`src/rtl/e203_soc_pad_ctrl.sv`:
```
// Pad/AON shell for reduced E203 builds: drives every chip pad from a small
// register file, synchronizes and latches straps, runs a 32-bit low-frequency
// timer with a compare interrupt and generates the core's system reset.
// Ports: hfextclk/rst (sync, active high) clock and reset; lfextclk timer tick
// source; io_pads_* pad ring; reg_* simple peripheral register bus;
// sys_rst core reset; tmr_irq timer interrupt.
module e203_soc_pad_ctrl (
  input  logic        hfextclk,
  input  logic        rst,
  input  logic        lfextclk,
  output logic        hfxoscen,
  output logic        lfxoscen,
  input  logic        io_pads_jtag_TCK_i_ival,
  input  logic        io_pads_jtag_TMS_i_ival,
  input  logic        io_pads_jtag_TDI_i_ival,
  output logic        io_pads_jtag_TDO_o_oval,
  output logic        io_pads_jtag_TDO_o_oe,
  input  logic [31:0] io_pads_gpioA_i_ival,
  output logic [31:0] io_pads_gpioA_o_oval,
  output logic [31:0] io_pads_gpioA_o_oe,
  input  logic [31:0] io_pads_gpioB_i_ival,
  output logic [31:0] io_pads_gpioB_o_oval,
  output logic [31:0] io_pads_gpioB_o_oe,
  output logic        io_pads_qspi0_sck_o_oval,
  output logic        io_pads_qspi0_cs_0_o_oval,
  input  logic        io_pads_qspi0_dq_0_i_ival,
  output logic        io_pads_qspi0_dq_0_o_oval,
  output logic        io_pads_qspi0_dq_0_o_oe,
  input  logic        io_pads_qspi0_dq_1_i_ival,
  output logic        io_pads_qspi0_dq_1_o_oval,
  output logic        io_pads_qspi0_dq_1_o_oe,
  input  logic        io_pads_qspi0_dq_2_i_ival,
  output logic        io_pads_qspi0_dq_2_o_oval,
  output logic        io_pads_qspi0_dq_2_o_oe,
  input  logic        io_pads_qspi0_dq_3_i_ival,
  output logic        io_pads_qspi0_dq_3_o_oval,
  output logic        io_pads_qspi0_dq_3_o_oe,
  input  logic        io_pads_aon_erst_n_i_ival,
  input  logic        io_pads_aon_pmu_dwakeup_n_i_ival,
  output logic        io_pads_aon_pmu_vddpaden_o_oval,
  output logic        io_pads_aon_pmu_padrst_o_oval,
  input  logic        io_pads_bootrom_n_i_ival,
  input  logic        io_pads_dbgmode0_n_i_ival,
  input  logic        io_pads_dbgmode1_n_i_ival,
  input  logic        io_pads_dbgmode2_n_i_ival,
  input  logic        reg_wr,
  input  logic        reg_rd,
  input  logic [5:0]  reg_addr,
  input  logic [31:0] reg_wdata,
  output logic [31:0] reg_rdata,
  output logic        sys_rst,
  output logic        tmr_irq
);

  localparam int unsigned DW = 32;
  localparam int unsigned AW = 6;
  localparam int unsigned SW = 5;

  localparam logic [AW-1:0] A_GPIOA_OUT = AW'(6'h00);
  localparam logic [AW-1:0] A_GPIOA_OE  = AW'(6'h04);
  localparam logic [AW-1:0] A_GPIOA_IN  = AW'(6'h08);
  localparam logic [AW-1:0] A_GPIOB_OUT = AW'(6'h0C);
  localparam logic [AW-1:0] A_GPIOB_OE  = AW'(6'h10);
  localparam logic [AW-1:0] A_GPIOB_IN  = AW'(6'h14);
  localparam logic [AW-1:0] A_STATUS    = AW'(6'h18);
  localparam logic [AW-1:0] A_RESET_VEC = AW'(6'h1C);
  localparam logic [AW-1:0] A_MTIME     = AW'(6'h20);
  localparam logic [AW-1:0] A_MTIMECMP  = AW'(6'h24);
  localparam logic [AW-1:0] A_IRQ       = AW'(6'h28);

  localparam logic [DW-1:0] VEC_ROM   = DW'(32'h0000_1000);
  localparam logic [DW-1:0] VEC_FLASH = DW'(32'h2000_0000);

  // Fixed pad drive: oscillators on, JTAG TDO and QSPI parked idle
  assign hfxoscen                  = 1'b1;
  assign lfxoscen                  = 1'b1;
  assign io_pads_jtag_TDO_o_oval   = 1'b0;
  assign io_pads_jtag_TDO_o_oe     = 1'b0;
  assign io_pads_qspi0_sck_o_oval  = 1'b0;
  assign io_pads_qspi0_cs_0_o_oval = 1'b1;
  assign io_pads_qspi0_dq_0_o_oval = 1'b0;
  assign io_pads_qspi0_dq_0_o_oe   = 1'b0;
  assign io_pads_qspi0_dq_1_o_oval = 1'b0;
  assign io_pads_qspi0_dq_1_o_oe   = 1'b0;
  assign io_pads_qspi0_dq_2_o_oval = 1'b0;
  assign io_pads_qspi0_dq_2_o_oe   = 1'b0;
  assign io_pads_qspi0_dq_3_o_oval = 1'b0;
  assign io_pads_qspi0_dq_3_o_oe   = 1'b0;

  // Debug and QSPI inputs are not consumed by this shell
  logic unused_pads;
  assign unused_pads = ^{io_pads_jtag_TCK_i_ival, io_pads_jtag_TMS_i_ival,
                         io_pads_jtag_TDI_i_ival, io_pads_qspi0_dq_0_i_ival,
                         io_pads_qspi0_dq_1_i_ival, io_pads_qspi0_dq_2_i_ival,
                         io_pads_qspi0_dq_3_i_ival};

  // External reset synchronizer; resets low so the chip stays in reset until erst_n is seen high
  logic erst_s1, erst_s2;
  always_ff @(posedge hfextclk) begin
    if (rst) begin
      erst_s1 <= 1'b0;
      erst_s2 <= 1'b0;
    end else begin
      erst_s1 <= io_pads_aon_erst_n_i_ival;
      erst_s2 <= erst_s1;
    end
  end

  logic irst;
  assign irst = rst | ~erst_s2;

  // System reset and PMU pad controls
  always_ff @(posedge hfextclk) begin
    sys_rst                         <= irst;
    io_pads_aon_pmu_padrst_o_oval   <= irst;
    io_pads_aon_pmu_vddpaden_o_oval <= ~irst;
  end

  // Data synchronizers (no reset: they only carry sampled pad levels)
  logic [DW-1:0] gpioa_s1, gpioa_s2, gpiob_s1, gpiob_s2;
  logic [SW-1:0] strap_s1, strap_s2;
  logic [2:0]    lf_sync;
  always_ff @(posedge hfextclk) begin
    gpioa_s1 <= io_pads_gpioA_i_ival;
    gpioa_s2 <= gpioa_s1;
    gpiob_s1 <= io_pads_gpioB_i_ival;
    gpiob_s2 <= gpiob_s1;
    strap_s1 <= {io_pads_aon_pmu_dwakeup_n_i_ival, io_pads_dbgmode2_n_i_ival,
                 io_pads_dbgmode1_n_i_ival, io_pads_dbgmode0_n_i_ival,
                 io_pads_bootrom_n_i_ival};
    strap_s2 <= strap_s1;
    lf_sync  <= {lf_sync[1:0], lfextclk};
  end

  logic lf_tick;
  assign lf_tick = lf_sync[1] & ~lf_sync[2];

  // Straps track the pins throughout reset, so the last reset cycle's value is what sticks
  logic [SW-1:0] strap_q;
  always_ff @(posedge hfextclk) begin
    if (irst) strap_q <= strap_s2;
  end

  // Register file, timer and interrupt
  logic [DW-1:0] mtime, mtimecmp;
  always_ff @(posedge hfextclk) begin
    if (irst) begin
      io_pads_gpioA_o_oval <= '0;
      io_pads_gpioA_o_oe   <= '0;
      io_pads_gpioB_o_oval <= '0;
      io_pads_gpioB_o_oe   <= '0;
      mtime                <= '0;
      mtimecmp             <= '1;
      tmr_irq              <= 1'b0;
    end else begin
      if (reg_wr && reg_addr == A_GPIOA_OUT) io_pads_gpioA_o_oval <= reg_wdata;
      if (reg_wr && reg_addr == A_GPIOA_OE)  io_pads_gpioA_o_oe   <= reg_wdata;
      if (reg_wr && reg_addr == A_GPIOB_OUT) io_pads_gpioB_o_oval <= reg_wdata;
      if (reg_wr && reg_addr == A_GPIOB_OE)  io_pads_gpioB_o_oe   <= reg_wdata;
      if (reg_wr && reg_addr == A_MTIMECMP)  mtimecmp             <= reg_wdata;
      // A bus write beats a coincident tick
      if (reg_wr && reg_addr == A_MTIME) mtime <= reg_wdata;
      else if (lf_tick)                  mtime <= mtime + DW'(1);
      tmr_irq <= (mtime >= mtimecmp);
    end
  end

  // Read mux; samples pre-write values so a same-cycle read/write returns old data
  logic [DW-1:0] rd_mux_c;
  always_comb begin
    rd_mux_c = '0;
    case (reg_addr)
      A_GPIOA_OUT: rd_mux_c = io_pads_gpioA_o_oval;
      A_GPIOA_OE:  rd_mux_c = io_pads_gpioA_o_oe;
      A_GPIOA_IN:  rd_mux_c = gpioa_s2;
      A_GPIOB_OUT: rd_mux_c = io_pads_gpioB_o_oval;
      A_GPIOB_OE:  rd_mux_c = io_pads_gpioB_o_oe;
      A_GPIOB_IN:  rd_mux_c = gpiob_s2;
      A_STATUS:    rd_mux_c = DW'(strap_q);
      A_RESET_VEC: rd_mux_c = strap_q[0] ? VEC_FLASH : VEC_ROM;
      A_MTIME:     rd_mux_c = mtime;
      A_MTIMECMP:  rd_mux_c = mtimecmp;
      A_IRQ:       rd_mux_c = DW'(tmr_irq);
      default:     rd_mux_c = '0;
    endcase
  end

  always_ff @(posedge hfextclk) begin
    if (irst)        reg_rdata <= '0;
    else if (reg_rd) reg_rdata <= rd_mux_c;
  end

endmodule

```
`config.mk`:
```
export PLATFORM = sky130hd
export DESIGN_NAME = e203_soc_pad_ctrl
export DESIGN_NICKNAME = d
export VERILOG_FILES = /design/src/rtl/e203_soc_pad_ctrl.sv
export SDC_FILE = /design/constraint.sdc
export NUM_CORES = 1
export LEC_CHECK = 0
export BUFFER_PORTS_ARGS = -buffer_cell sky130_fd_sc_hd__buf_2
export CAP_MARGIN = 40
export CORE_MARGIN = 2
export CORE_UTILIZATION = 54
export DETAILED_ROUTE_END_ITERATION = 16
export GPL_TIMING_DRIVEN = 0
export PLACE_DENSITY = 0.84
export SLEW_MARGIN = 20
export SYNTH_ARGS = -nofsm -noshare
export SYNTH_HDL_FRONTEND = slang
export SYNTH_SLANG_ARGS = --single-unit
export TNS_END_PERCENT = 100
```
`constraint.sdc`:
```
create_clock -name hfextclk -period 2.05 [get_ports hfextclk]
set_input_delay 0.205 -clock hfextclk [delete_from_list [all_inputs] [get_ports hfextclk]]
set_output_delay 0.205 -clock hfextclk [all_outputs]
set_load 0.01 [all_outputs]
```
==> flow_summary.json <==
{
  "antenna_found_initial": 5,
  "crit_path_end_kind": "flip-flop",
  "synth_area_leader_cell": "dfxtp_1",
  "drc": 0,
  "grt_pass1_vias": 12700,
  "cpMostUsedCell": "buf_2",
  "yosysSeqAreaShare": 0.551,
  "rows": 58,
  "start_kind": "primary input",
  "r2r_end": "tmr_irq",
  "holdPathStages": 3,
  "skew_ps": 21.8,
  "power_density_nw_per_um2": 829,
  "grt_max_degree": 17,
  "wirelength_mm": 47.7,
  "routedWlPerCell_um": 21.1,
  "regToRegSetupSlack_ps": 40,
  "max_stage_delay_ps": 860,
  "synth_top_cell_area_share": 0.540,
  "cts_tree": "built",
  "setup_ws_ps": -85.0,
  "p_leak_nw": 7.63,
  "final_hold_viol_count": 0,
  "root_buffer": "clkbuf_16",
  "p_int_w": 0.0115,
  "synth_seq_cells": 375,
  "grt_usage": 0.343,
  "gp_congestion": 0.980,
  "synth-main-ff-cell": "dfxtp_1",
  "overflow": 0,
  "port_buffers": 275,
  "status": "finished, violations left",
  "syn-instance-count": 1490,
  "die_area_um2": 26700,
  "nets": 2053,
  "cp_max_fo": 10,
  "drtIter0Drc": 1544,
  "netlist_area_um2": 13700,
  "die-height_um": 163,
  "drv_cap": 0,
  "violations": "negative setup slack",
  "grt_pass1_wl_mm": 70.1,
  "slew_headroom": 0.365,
  "numCtsBuffers": 36,
  "holdCritStartpoint": "reg_wdata[25]",
  "synthArstFlopShare": 0,
  "power_switching_w": 0.00320,
  "area_delta_synth_final_pct": 29.3,
  "detailed_place_hpwl_mm": 33.6,
  "htreeDepth": 2,
  "yosysMostFrequentCell": "dfxtp_1",
  "insertion_delay_ps": 530,
  "final-setup-viol-count": 2,
  "crit_required_ps": 2450,
  "ir_worst_vdd_v": 0.000681,
  "initial_core_util": 0.547,
  "avgSynthCellArea_um2": 9.20,
  "fmax_mhz": 468,
  "final_util": 0.708,
  "final_max_slew_viol_count": 0,
  "timing.final.crit_share": 1.04,
  "p_comb_frac": 0.038,
  "rr_startpoint": "mtime[0]",
  "vias": 13300,
  "hold_path.class": "in -> reg",
  "min_delay_worst_endpoint": "io_pads_gpioB_o_oe[25]",
  "drtAntennaViolNets": 0,
  "ctsLongestPathBuffers": 3,
  "crit_type": "in -> reg",
  "worstPathArrival_ps": 2540,
  "swShare": 0.218,
  "period_needed_ps": 2140,
  "crit_path_cell_trace": "buf_2, buf_2, nand2b_1, nor2_4, clkbuf_1, a221oi_1, nand3_1, a22o_1",
  "synth_edf_count": 5,
  "place_ws_ps": -543,
  "drive_gt1_frac": 0.225,
  "worst-r2r-cell-count": 8,
  "synth_cell_types": 57,
  "pwr-share-seq": 0.512,
  "synthTopCellsByCount": "dfxtp_1 (370), nand2_1 (368), a21oi_1 (147), a22oi_1 (87), clkbuf_1 (59)",
  "clock_power_share": 0.450,
  "synth_area_leaders": "dfxtp_1 (54%), nand2_1 (10%), a21oi_1 (5.4%)",
  "die_w_um": 163,
  "clock-sinks": 375,
  "critPathSlowestCell": "a221oi_1",
  "firstDrtPassIters": 5,
  "yosys_warnings": 0,
  "path_clk_slew_ps": 60,
  "drt-vias-per-instance": 5.89,
  "ios": 298,
  "worstMarginPinSlew_ps": 952,
  "core_um2": 25000
}
## metal layers
metal	GRT usage	routed length, µm	up-vias
li1	-	-	5979
met1	0.437	17400	6210
met2	0.552	21900	903
met3	0.0744	5960	205
met4	0.172	2370	4
met5	0	31	-
## logic make-up after synthesis
family                   count (synthesis)  synth area share
AND/OR/NAND/NOR                        508             0.158
flip-flops                             375             0.551
XOR/XNOR                                31            0.0198
adder cells (fa/ha/maj)                 33            0.0301
multiplexers                             4           0.00301
buffers and inverters                  151            0.0502
AO/OA/AOI/OAI                          386             0.186
other                                    2          0.000548
## state kept, by name, indices dropped and copies added, names as in the netlist
signal and count:
gpioa_s1 32, gpioa_s2 32, gpiob_s1 32, gpiob_s2 32, io_pads_gpioA_o_oe 32, io_pads_gpioA_o_oval 32, io_pads_gpioB_o_oe 32, io_pads_gpioB_o_oval 32
mtime 32, mtimecmp 32, reg_rdata 32, strap_q 5, strap_s1 5, strap_s2 5, lf_sync 3, erst_s1 1
erst_s2 1, io_pads_aon_pmu_vddpaden_o_oval 1, sys_rst 1, tmr_irq 1
## how the worst max path moves through the flow
stage / cells past startpoint / startpoint / to
3_3_place_gp: 10 / reg_addr[3] / reg_rdata[19]
3_5_place_dp: 7 / reg_addr[1] / reg_rdata[18]
2_1_floorplan: 8 / mtime[0] / tmr_irq
5_1_grt: 8 / reg_addr[1] / io_pads_gpioB_o_oe[2]
6_report: 8 / reg_addr[3] / reg_rdata[13]
4_1_cts: 6 / mtime[10] / mtime[27]
## final cells by class
type                            instances  area (µm²)
Clock buffer                           51        1100
Fill cell                            1804        7320
Tap cell                              330         413
Antenna cell                            3        7.51
Timing Repair Buffer                  361        2230
Buffer                                112         551
Clock inverter                         13        86.3
Inverter                               38         143
Multi-Input combinational cell        976        5620
Sequential cell                       375        7570
## power by group through the flow
stage	registers (W)	clock network (W)	logic, W
final	0.00752	0.00661	0.000554
after global routing	0.00753	0.00695	0.000575
after CTS	0.00752	0.00659	0.000521
after detailed placement	0.00768	0	0.000398
after global placement	0.00767	0	0.000389
after floorplan	0.00765	0	0.000154
## layout by cell type (no fill, tap or decap), drive strengths merged, types with 3 or more instances in the layout
| cell | instances |
|---|---|
| dfxtp | 370 |
| nand2 | 368 |
| buf | 334 |
| a21oi | 147 |
| clkbuf | 110 |
| a22oi | 87 |
| dlygate4sd3 | 80 |
| nor2 | 45 |
| inv | 39 |
| nand3 | 34 |
| ha | 33 |
| o211ai | 32 |
| a22o | 31 |
| a211oi | 28 |
| o21ai | 24 |
| a221oi | 23 |
| xor2 | 17 |
| nand4 | 16 |
| xnor2 | 14 |
| conb | 14 |
| clkinv | 11 |
| nor2b | 7 |
| and2 | 6 |
| nor3 | 6 |
| edfxtp | 5 |
| nand2b | 5 |
| nor4 | 5 |
| a21o | 4 |
| and3 | 4 |
| and4 | 4 |
| diode | 3 |
| mux2i | 3 |
## what timing repair did
item,in CTS,in global routing
setup endpoints to repair,17,44
endpoints found under the hold margin,95,0
resized for setup,14,31
hold buffers,80,0
setup buffers,1,2
pin swaps,3,6
## critical path: cells and delay by family
family | cells | cell delay, ps
AOI/OAI and AO/OA | 2 | 1110
buffers and inverters | 3 | 640
and+or+nand+nor | 3 | 580
## through the flow
step | power [W] | std cells | hold slack, ps | cell area, µm² | setup TNS [ps]
global route | 0.0151 | 2259 | 16.3 | 17700 | -64.0
finish | 0.0147 | 2259 | 8.41 | 17700 | -142
detailed placement | 0.00808 | 2110 | 309 | 15600 | -56690
CTS | 0.0146 | 2254 | 0.106 | 17600 | 0
global placement | 0.00806 | 2107 | 308 | 15500 | -53630
floorplan | 0.00781 | 1502 | 233 | 13700 | 0
Power figures use the tool's default switching activity.
